### src/rtl/bullet2_sprite_render.sv
// Bullet sprite pixel stage: box test and ROM address, sprite-index ROM read,
// then palette lookup into a registered RGB + opaque output. Three-cycle latency.
module bullet2_sprite_render #(
  parameter int COORD_W    = 10,
  parameter int SPR_W      = 16,
  parameter int SPR_H      = 16,
  parameter int NUM_FRAMES = 4,
  parameter int FRAME_DIV  = 8,
  localparam int ADDR_W    = $clog2(SPR_W*SPR_H*NUM_FRAMES)
) (
  input  logic               i_clk,
  input  logic               i_rst_n,
  input  logic               i_frame_start,
  input  logic               i_bullet_en,
  input  logic [COORD_W-1:0] i_bullet_x,
  input  logic [COORD_W-1:0] i_bullet_y,
  input  logic               i_pix_valid,
  input  logic [COORD_W-1:0] i_pix_x,
  input  logic [COORD_W-1:0] i_pix_y,
  output logic [ADDR_W-1:0]  o_rom_addr,
  input  logic [3:0]         i_rom_idx,
  input  logic [16*24-1:0]   i_palette,
  output logic               o_pix_valid,
  output logic               o_pix_opaque,
  output logic [23:0]        o_pix_rgb
);

  localparam int ANIM_W = (NUM_FRAMES > 1) ? $clog2(NUM_FRAMES) : 1;
  localparam int DIV_W  = (FRAME_DIV > 1) ? $clog2(FRAME_DIV) : 1;

  logic               en_r;
  logic [COORD_W-1:0] bx_r;
  logic [COORD_W-1:0] by_r;
  logic [DIV_W-1:0]   div_r;
  logic [ANIM_W-1:0]  anim_r;

  logic               v1_r, h1_r, v2_r, h2_r;
  logic [ADDR_W-1:0]  rom_addr_r;
  logic               pix_valid_r, pix_opaque_r;
  logic [23:0]        pix_rgb_r;

  logic [COORD_W:0]   px_s, py_s, bx_s, by_s, dx_s, dy_s;
  logic               in_box_s;
  logic [ADDR_W-1:0]  addr_s;
  logic               opaque_s;
  logic [23:0]        rgb_s;

  // Position latch and animation divider, both advanced by the frame pulse
  always_ff @(posedge i_clk or negedge i_rst_n) begin
    if (!i_rst_n) begin
      en_r   <= 1'b0;
      bx_r   <= '0;
      by_r   <= '0;
      div_r  <= '0;
      anim_r <= '0;
    end else if (i_frame_start) begin
      en_r <= i_bullet_en;
      bx_r <= i_bullet_x;
      by_r <= i_bullet_y;
      if (div_r == DIV_W'(FRAME_DIV-1)) begin
        div_r  <= '0;
        anim_r <= (anim_r == ANIM_W'(NUM_FRAMES-1)) ? '0 : anim_r + ANIM_W'(1);
      end else begin
        div_r <= div_r + DIV_W'(1);
      end
    end else begin
      en_r   <= en_r;
      bx_r   <= bx_r;
      by_r   <= by_r;
      div_r  <= div_r;
      anim_r <= anim_r;
    end
  end

  // Stage 0: box test in COORD_W+1 bits so a sprite hanging off the right edge does not wrap
  always_comb begin
    px_s     = {1'b0, i_pix_x};
    py_s     = {1'b0, i_pix_y};
    bx_s     = {1'b0, bx_r};
    by_s     = {1'b0, by_r};
    dx_s     = px_s - bx_s;
    dy_s     = py_s - by_s;
    in_box_s = en_r
             & (px_s >= bx_s) & (px_s < bx_s + (COORD_W+1)'(SPR_W))
             & (py_s >= by_s) & (py_s < by_s + (COORD_W+1)'(SPR_H));
    addr_s   = '0;
    if (in_box_s) begin
      addr_s = ADDR_W'(anim_r) * ADDR_W'(SPR_W*SPR_H)
             + ADDR_W'(dy_s) * ADDR_W'(SPR_W)
             + ADDR_W'(dx_s);
    end else begin
      addr_s = '0;
    end
  end

  // Stage 0/1 registers: ROM address plus valid/hit travelling alongside the ROM read
  always_ff @(posedge i_clk or negedge i_rst_n) begin
    if (!i_rst_n) begin
      rom_addr_r <= '0;
      v1_r       <= 1'b0;
      h1_r       <= 1'b0;
      v2_r       <= 1'b0;
      h2_r       <= 1'b0;
    end else begin
      rom_addr_r <= addr_s;
      v1_r       <= i_pix_valid;
      h1_r       <= i_pix_valid & in_box_s;
      v2_r       <= v1_r;
      h2_r       <= h1_r;
    end
  end

  // Stage 2 combinational: index 0 is the transparent colour
  always_comb begin
    opaque_s = h2_r & (i_rom_idx != 4'd0);
    rgb_s    = 24'h000000;
    if (opaque_s) begin
      rgb_s = i_palette[24*i_rom_idx +: 24];
    end else begin
      rgb_s = 24'h000000;
    end
  end

  // Stage 2 output registers
  always_ff @(posedge i_clk or negedge i_rst_n) begin
    if (!i_rst_n) begin
      pix_valid_r  <= 1'b0;
      pix_opaque_r <= 1'b0;
      pix_rgb_r    <= 24'h000000;
    end else begin
      pix_valid_r  <= v2_r;
      pix_opaque_r <= opaque_s;
      pix_rgb_r    <= rgb_s;
    end
  end

  assign o_rom_addr   = rom_addr_r;
  assign o_pix_valid  = pix_valid_r;
  assign o_pix_opaque = pix_opaque_r;
  assign o_pix_rgb    = pix_rgb_r;

endmodule

### config.mk
export PLATFORM = sky130hd
export DESIGN_NAME = bullet2_sprite_render
export DESIGN_NICKNAME = d
export VERILOG_FILES = /design/src/rtl/bullet2_sprite_render.sv
export SDC_FILE = /design/constraint.sdc
export NUM_CORES = 1
export LEC_CHECK = 0
export ABC_AREA = 0
export BUFFER_PORTS_ARGS = -buffer_cell sky130_fd_sc_hd__buf_2
export CAP_MARGIN = 0
export CORE_AREA = 2 2 181 183
export CTS_BUF_LIST = sky130_fd_sc_hd__clkbuf_8
export DETAILED_ROUTE_END_ITERATION = 10
export DIE_AREA = 0 0 183 185
export PLACE_DENSITY_LB_ADDON = 0.12
export SETUP_SLACK_MARGIN = 0.1
export SYNTH_ARGS = -nofsm -noshare
export SYNTH_HDL_FRONTEND = slang
export SYNTH_SLANG_ARGS = --single-unit
### constraint.sdc
create_clock -name i_clk -period 4.4 [get_ports i_clk]
set_input_delay 0.66 -clock i_clk [delete_from_list [all_inputs] [get_ports i_clk]]
set_output_delay 0.66 -clock i_clk [all_outputs]
set_load 0.01 [all_outputs]
==> impl_metrics.csv, run 1 <==
group,metric,value,unit
worst_setup_path,worstPathCellList,"inv_1 -> ha_1 -> nor2b_1 -> o31a_1 -> a21o_1 -> fa_1 -> fa_1 -> inv_1 -> ha_1 -> o41ai_1 -> xnor3_1 -> nor2_1",
worst_setup_path,slowest_delay,510,ps
grt,gr-total-overflow,0,
floorplan,die_w,183,µm
worst_setup_path,crit_path_start_kind,"flop",
placed_design,hpwl,24.6,mm
power,peakVddDrop,121,µV
sta,setup_viol_count_final,0,
power,seq_power_share,29.6,%
power,clockPowerShare,23.6,%
cts,cts.clk_slew.worst_paths,90,ps
sta,max_freq,281,MHz
cts,htreeDepth,3,
logic_synthesis,synth.ff_latch_count,66,
detailed_routing,routed_wl,28.9,mm
cts,postCtsSetupRepairBufs,0,
worst_setup_path,worstSetupPathType,"reg2reg",
finish,register_area,1650,µm²
detailed_routing,vias,6257,
floorplan,rows,66,
power,p_int,1.56,mW
logic_synthesis,synth_warnings,0,
detailed_routing,vias_per_cell,4.53,
logic_synthesis,ys_async_sr_fraction,100,%
detailed_routing,drtPass1Iterations,4,
worst_setup_path,critPathRequiredTime,4680,ps
finish,mostFrequentLayoutCells,"buf_2, mux4_2, dfrtp_1",
cts,numCtsBuffers,9,
flow_run,max_cap_viol_count,0,
cts,cts-root-buf,"clkbuf_8",
cts,cts_sinks,66,
logic_synthesis,synthDistinctLibCells,44,
logic_synthesis,yosysTopAreaCellShare,39.8,%
logic_synthesis,syn_inst,516,
cts,insertion_delay,360,ps
sta,clock_skew,8.41,ps
floorplan,io_pins,469,
grt,grt_usage,16.6,%
worst_setup_path,r2r_slack,840,ps
logic_synthesis,ys_top_cells_by_area,"mux4_2, dfrtp_1, ha_1",
worst_hold_path,whs_path_depth,0,
cts,postCtsResizedCells,0,
cts,cts.path.max_buffers,2,
power,powerDensity,243,nW/µm²
detailed_routing,drc,0,
finish,multi_input_area,4660,µm²
grt,grt_pass1_wl,41.5,mm
detailed_routing,drtIter0Drc,227,
worst_setup_path,reg2reg_from,"by_r[1]",
sta,hold_viol_final,0,
finish,fillers,3393,
sta,max-slew-margin-rel,37.4,%
power,switchingPower,0.787,mW
logic_synthesis,syn-num-nets,1011,
power,power_frac_comb,46.8,%
detailed_routing,post_drt_wl_per_cell,20.9,µm
grt,grt_max_degree,69,
logic_synthesis,avgSynthCellArea,12.9,µm²
run_status,status,"completed",
cts,cts_hold_buf,0,
worst_setup_path,crit_slowest_cell,"fa_1",
sta,layout_min_cycle_time,3560,ps
worst_setup_path,worstPathArrival,3840,ps
worst_hold_path,hp-class,"reg2reg",
floorplan,die-area,33900,µm²
logic_synthesis,synth-seq-area-share,24.7,%
power,power,2.34,mW
worst_setup_path,r2r_cells,12,
sta,maxSlewViolCount,0,
logic_synthesis,yosysTopAreaCell,"mux4_2",
finish,nets,1457,
sta,period_share,80.9,%
worst_hold_path,min_to,"v2_r",
grt,antenna_found_initial,11,
finish,syn_to_final_growth,44.4,%
finish,drive_above_1_share,63.6,%
finish,fin_util,30.1,%
worst_hold_path,hp-start,"v1_r",
placed_design,finalWeightedCongestion,0.837,
power,p_leak,4.76,nW
floorplan,core,32000,µm²
cts,cts_tree,"done",
sta,rsz0062_at_grt,"false",
grt,grt_pass1_vias,6678,
detailed_routing,drtAntennaViolNets,0,
sta,setup-tns-final,0,ps
placed_design,port_buffers,466,
finish,mostFrequentLayoutCell,"buf_2",
floorplan,dieHeight,185,µm
sta,max_slew.worst_pin.slew,939,ps
logic_synthesis,synthFlopType,"dfrtp_1",
worst_setup_path,reg2reg_to,"o_rom_addr[9]",
power,swShare,33.5,%
logic_synthesis,syn_area,6680,µm²
floorplan,start_util,20.8,%
worst_setup_path,path_max_fanout,3,
logic_synthesis,synth_edf_count,0,
worst_setup_path,cp-end-kind,"flop",
[layout make-up]
type	instances	share of cell area, %
well taps	408	5.30
clock buffers	10	1.43
diodes	6	0.156
flip-flops and latches	66	17.1
clock inverters	6	0.675
repair buffers	471	25.0
multi-input cells	363	48.4
inverters	51	1.99
[cell usage after synthesis, drive strengths merged, types with 3 or more instances]
| library cell | count |
|---|---|
| mux4 | 118 |
| nor2b | 27 |
| nand3 | 8 |
| o21ai | 30 |
| dfrtp | 66 |
| a211oi | 3 |
| nor3 | 6 |
| fa | 11 |
| clkbuf | 16 |
| xor2 | 3 |
| xnor2 | 13 |
| o21a | 4 |
| a21oi | 7 |
| mux2 | 7 |
| buf | 20 |
| ha | 51 |
| a21o | 5 |
| nor2 | 17 |
| inv | 51 |
| a31oi | 4 |
| nand2 | 25 |
[registers in the layout, summed over array words and instances, names as in the netlist, 2 cells and up]
name        count
by_r           10
anim_r          2
o_pix_rgb      24
bx_r           10
o_rom_addr     10
div_r           3
[kinds of logic after synthesis]
family | after synthesis | synth area share (%)
AO/OA/AOI/OAI | 63 | 5.79
adder cells (fa/ha/maj) | 62 | 12.9
AND/OR/NAND/NOR | 94 | 7.38
XOR/XNOR | 17 | 2.44
multiplexers | 127 | 41.3
flip-flops | 66 | 24.7
buffers and inverters | 87 | 5.51
[critical path: cells and delay by family, from the launching register on]
kind / cells / cell delay [ps]
xor gates and xnor gates: 1 / 470
adders and majority gates: 4 / 1380
buffers and inverters: 2 / 120
AOI/OAI and AO/OA: 3 / 900
DFF: 1 / 380
and+or+nand+nor: 2 / 240
[worst max-delay path by stage]
stage / cells after the start / to / from
2_1_floorplan: 11 / o_rom_addr[9] / i_pix_y[1]
3_3_place_gp: 13 / o_rom_addr[9] / i_pix_y[0]
3_5_place_dp: 12 / o_rom_addr[9] / i_pix_y[1]
4_1_cts: 12 / o_rom_addr[9] / by_r[1]
5_1_grt: 12 / o_rom_addr[9] / by_r[1]
6_report: 12 / o_rom_addr[9] / by_r[1]
[metrics by stage]
stage	setup WS (ps)	std cells	hold slack, ps	area (µm²)
after floorplan	883	516	331	6680
after global placement	505	1359	333	9420
after detailed placement	437	1359	340	9420
after CTS	789	1375	359	9620
after global routing	644	1379	375	9630
final	839	1381	356	9640
[routing by layer]
metal	part of all wire (%)	vias up	track usage, %
li1	-	2899	-
met1	39	3079	19.8
met2	52	242	29.2
met3	7.6	27	5.58
met4	1.4	10	3.42
met5	0.21	-	0
[power by group through the flow]
stage	Combinational, mW	Sequential (mW)	Clock (mW)
after global placement	1.11	0.707	0
after floorplan	0.727	0.703	0
final	1.10	0.694	0.554
after global routing	1.23	0.704	0.617
after detailed placement	1.12	0.707	0
after CTS	1.12	0.695	0.595
Note: power is estimated with default switching activity, not from simulation.
==> run 2: changes to the inputs <==
==> constraint.sdc (replaced) <==
create_clock -name i_clk -period 3.5 [get_ports i_clk]
set_input_delay 0.525 -clock i_clk [delete_from_list [all_inputs] [get_ports i_clk]]
set_output_delay 0.525 -clock i_clk [all_outputs]
set_load 0.01 [all_outputs]
==> run 2 against run 1 <==
Clock skew increased by 6.3 ps; critical path depth stayed put; core utilization increased by 0.61 points; non-clock buffer count rose by 23; cell area increased by 2.0%; via count is 0.74% higher; setup slack got worse by 560 ps; worst hold slack worse by 68 ps; register-to-register slack worse by 560 ps; sequential power grew 26%.
==> impl_metrics.csv, run 2 (synthesis results as in run 1) <==
group,metric,value,unit
cts,cts.clk_slew.worst_paths,90,ps
sta,clock_skew,14.7,ps
finish,largest_reg_flops,24,
run_status,status,"completed",
sta,layout_min_cycle_time,3220,ps
power,peakVddDrop,161,µV
finish,fillers,3402,
finish,nets,1480,
floorplan,dieHeight,185,µm
cts,htreeDepth,3,
sta,period_share,92.1,%
worst_setup_path,worstPathArrival,3480,ps
worst_setup_path,worstSetupPathType,"reg2reg",
placed_design,port_buffers,466,
finish,register_area,1650,µm²
cts,cts_hold_buf,0,
cts,cts.path.max_buffers,2,
worst_setup_path,crit_path_start_kind,"flop",
placed_design,placed_cells,1382,
sta,max-slew-margin-rel,37.9,%
placed_design,placed_area,9610,µm²
detailed_routing,vias_per_cell,4.50,
sta,max_slew.worst_pin.slew,931,ps
cts,postCtsSetupRepairBufs,0,
floorplan,start_util,20.8,%
worst_setup_path,cp-end-kind,"flop",
worst_hold_path,hp-class,"in2async",
floorplan,core,32000,µm²
worst_setup_path,critPathRequiredTime,3760,ps
cts,cts-root-buf,"clkbuf_8",
cts,numCtsBuffers,9,
grt,grt_usage,16.9,%
power,p_leak,4.87,nW
finish,syn_to_final_growth,47.3,%
finish,layoutNonFillerInstCount,1402,
floorplan,io_pins,469,
detailed_routing,drtIter0Drc,257,
detailed_routing,drc,0,
placed_design,finalWeightedCongestion,0.856,
detailed_routing,post_drt_wl_per_cell,20.8,µm
grt,antenna_found_initial,12,
power,powerDensity,312,nW/µm²
sta,rsz0062_at_grt,"true",
detailed_routing,routed_wl,29.1,mm
finish,multi_input_area,4670,µm²
finish,drive_above_1_share,64.6,%
cts,insertion_delay,370,ps
finish,mostFrequentLayoutCells,"buf_2, mux4_2, dfrtp_1",
floorplan,die_w,183,µm
grt,grt_pass1_vias,6738,
detailed_routing,drtPass1Iterations,4,
floorplan,rows,66,
detailed_routing,vias,6303,
grt,grt_pass1_wl,41.9,mm
sta,max_freq,310,MHz
floorplan,die-area,33900,µm²
power,power,3.06,mW
cts,cts_tree,"done",
grt,gr-total-overflow,0,
placed_design,hpwl,25.2,mm
flow_run,max_cap_viol_count,0,
sta,setup_viol_count_final,0,
sta,maxSlewViolCount,0,
detailed_routing,drtAntennaViolNets,0,
sta,hold_viol_final,0,
worst_setup_path,r2r_slack,280,ps
finish,fin_area,9830,µm²
finish,mostFrequentLayoutCell,"buf_2",
grt,grt_max_degree,67,
worst_setup_path,path_max_fanout,2,
cts,cts_sinks,66,
sta,setup-tns-final,0,ps
-- run 2: routing by layer --
| metal | share of wire [%] | global-route usage, % |
|---|---|---|
| met5 | 0.26 | 0 |
| met4 | 1.4 | 3.97 |
| met3 | 7.9 | 4.64 |
| met2 | 51 | 29.7 |
| met1 | 39 | 20.7 |
-- run 2: cell type report --
| cell class | instances | area share [%] |
|---|---|---|
| Antenna cell | 4 | 0.102 |
| Clock buffer | 10 | 1.40 |
| Clock inverter | 6 | 0.674 |
| Inverter | 51 | 1.95 |
| Multi-Input combinational cell | 363 | 47.5 |
| Sequential cell | 66 | 16.8 |
| Tap cell | 408 | 5.19 |
| Timing Repair Buffer | 494 | 26.4 |
-- run 2: path summary, 6_finish.rpt --
check	from	endpoint	cells past startpoint
worst max-delay path	by_r[0]	o_rom_addr[8]	12
worst min-delay path	i_rst_n	o_rom_addr[3]	1
worst max register to register	by_r[0]	o_rom_addr[8]	12
worst min register to register	v2_r	o_pix_valid	0
max in group asynchronous	i_rst_n	o_pix_rgb[1]	1
min in group i_clk	i_pix_valid	v1_r	1
-- run 2: timing repair --
item,CTS,global route
setup endpoints to repair,1,2
pin swaps,1,1
gates resized for setup,0,2
-- run 2: worst max-delay path: stages, from the launching register on --
cell and delay [ps]:
dfrtp_1 390, ha_1 210, fa_1 490, inv_1 50, fa_1 450, ha_1 310, ha_1 300, buf_4 110
o21ai_0 90, a21boi_0 250, o21ai_0 140, a21boi_0 250, nor3_2 80
-- run 2: power breakdown --
part           switching, mW  internal (mW)  leakage (nW)
sequential            0.0456          0.827         0.864
combinational          0.626          0.861          3.91
clock                  0.354          0.349        0.0945
total                   1.03           2.04          4.87
-- run 2: stage by stage --
stage,util [%],setup slack [ps],hold WS [ps]
global placement,30.0,-126,334
global route,30.7,90.2,270
finish,30.7,276,288
CTS,30.6,178,256
detailed placement,30.0,-142,340
floorplan,-,118,229
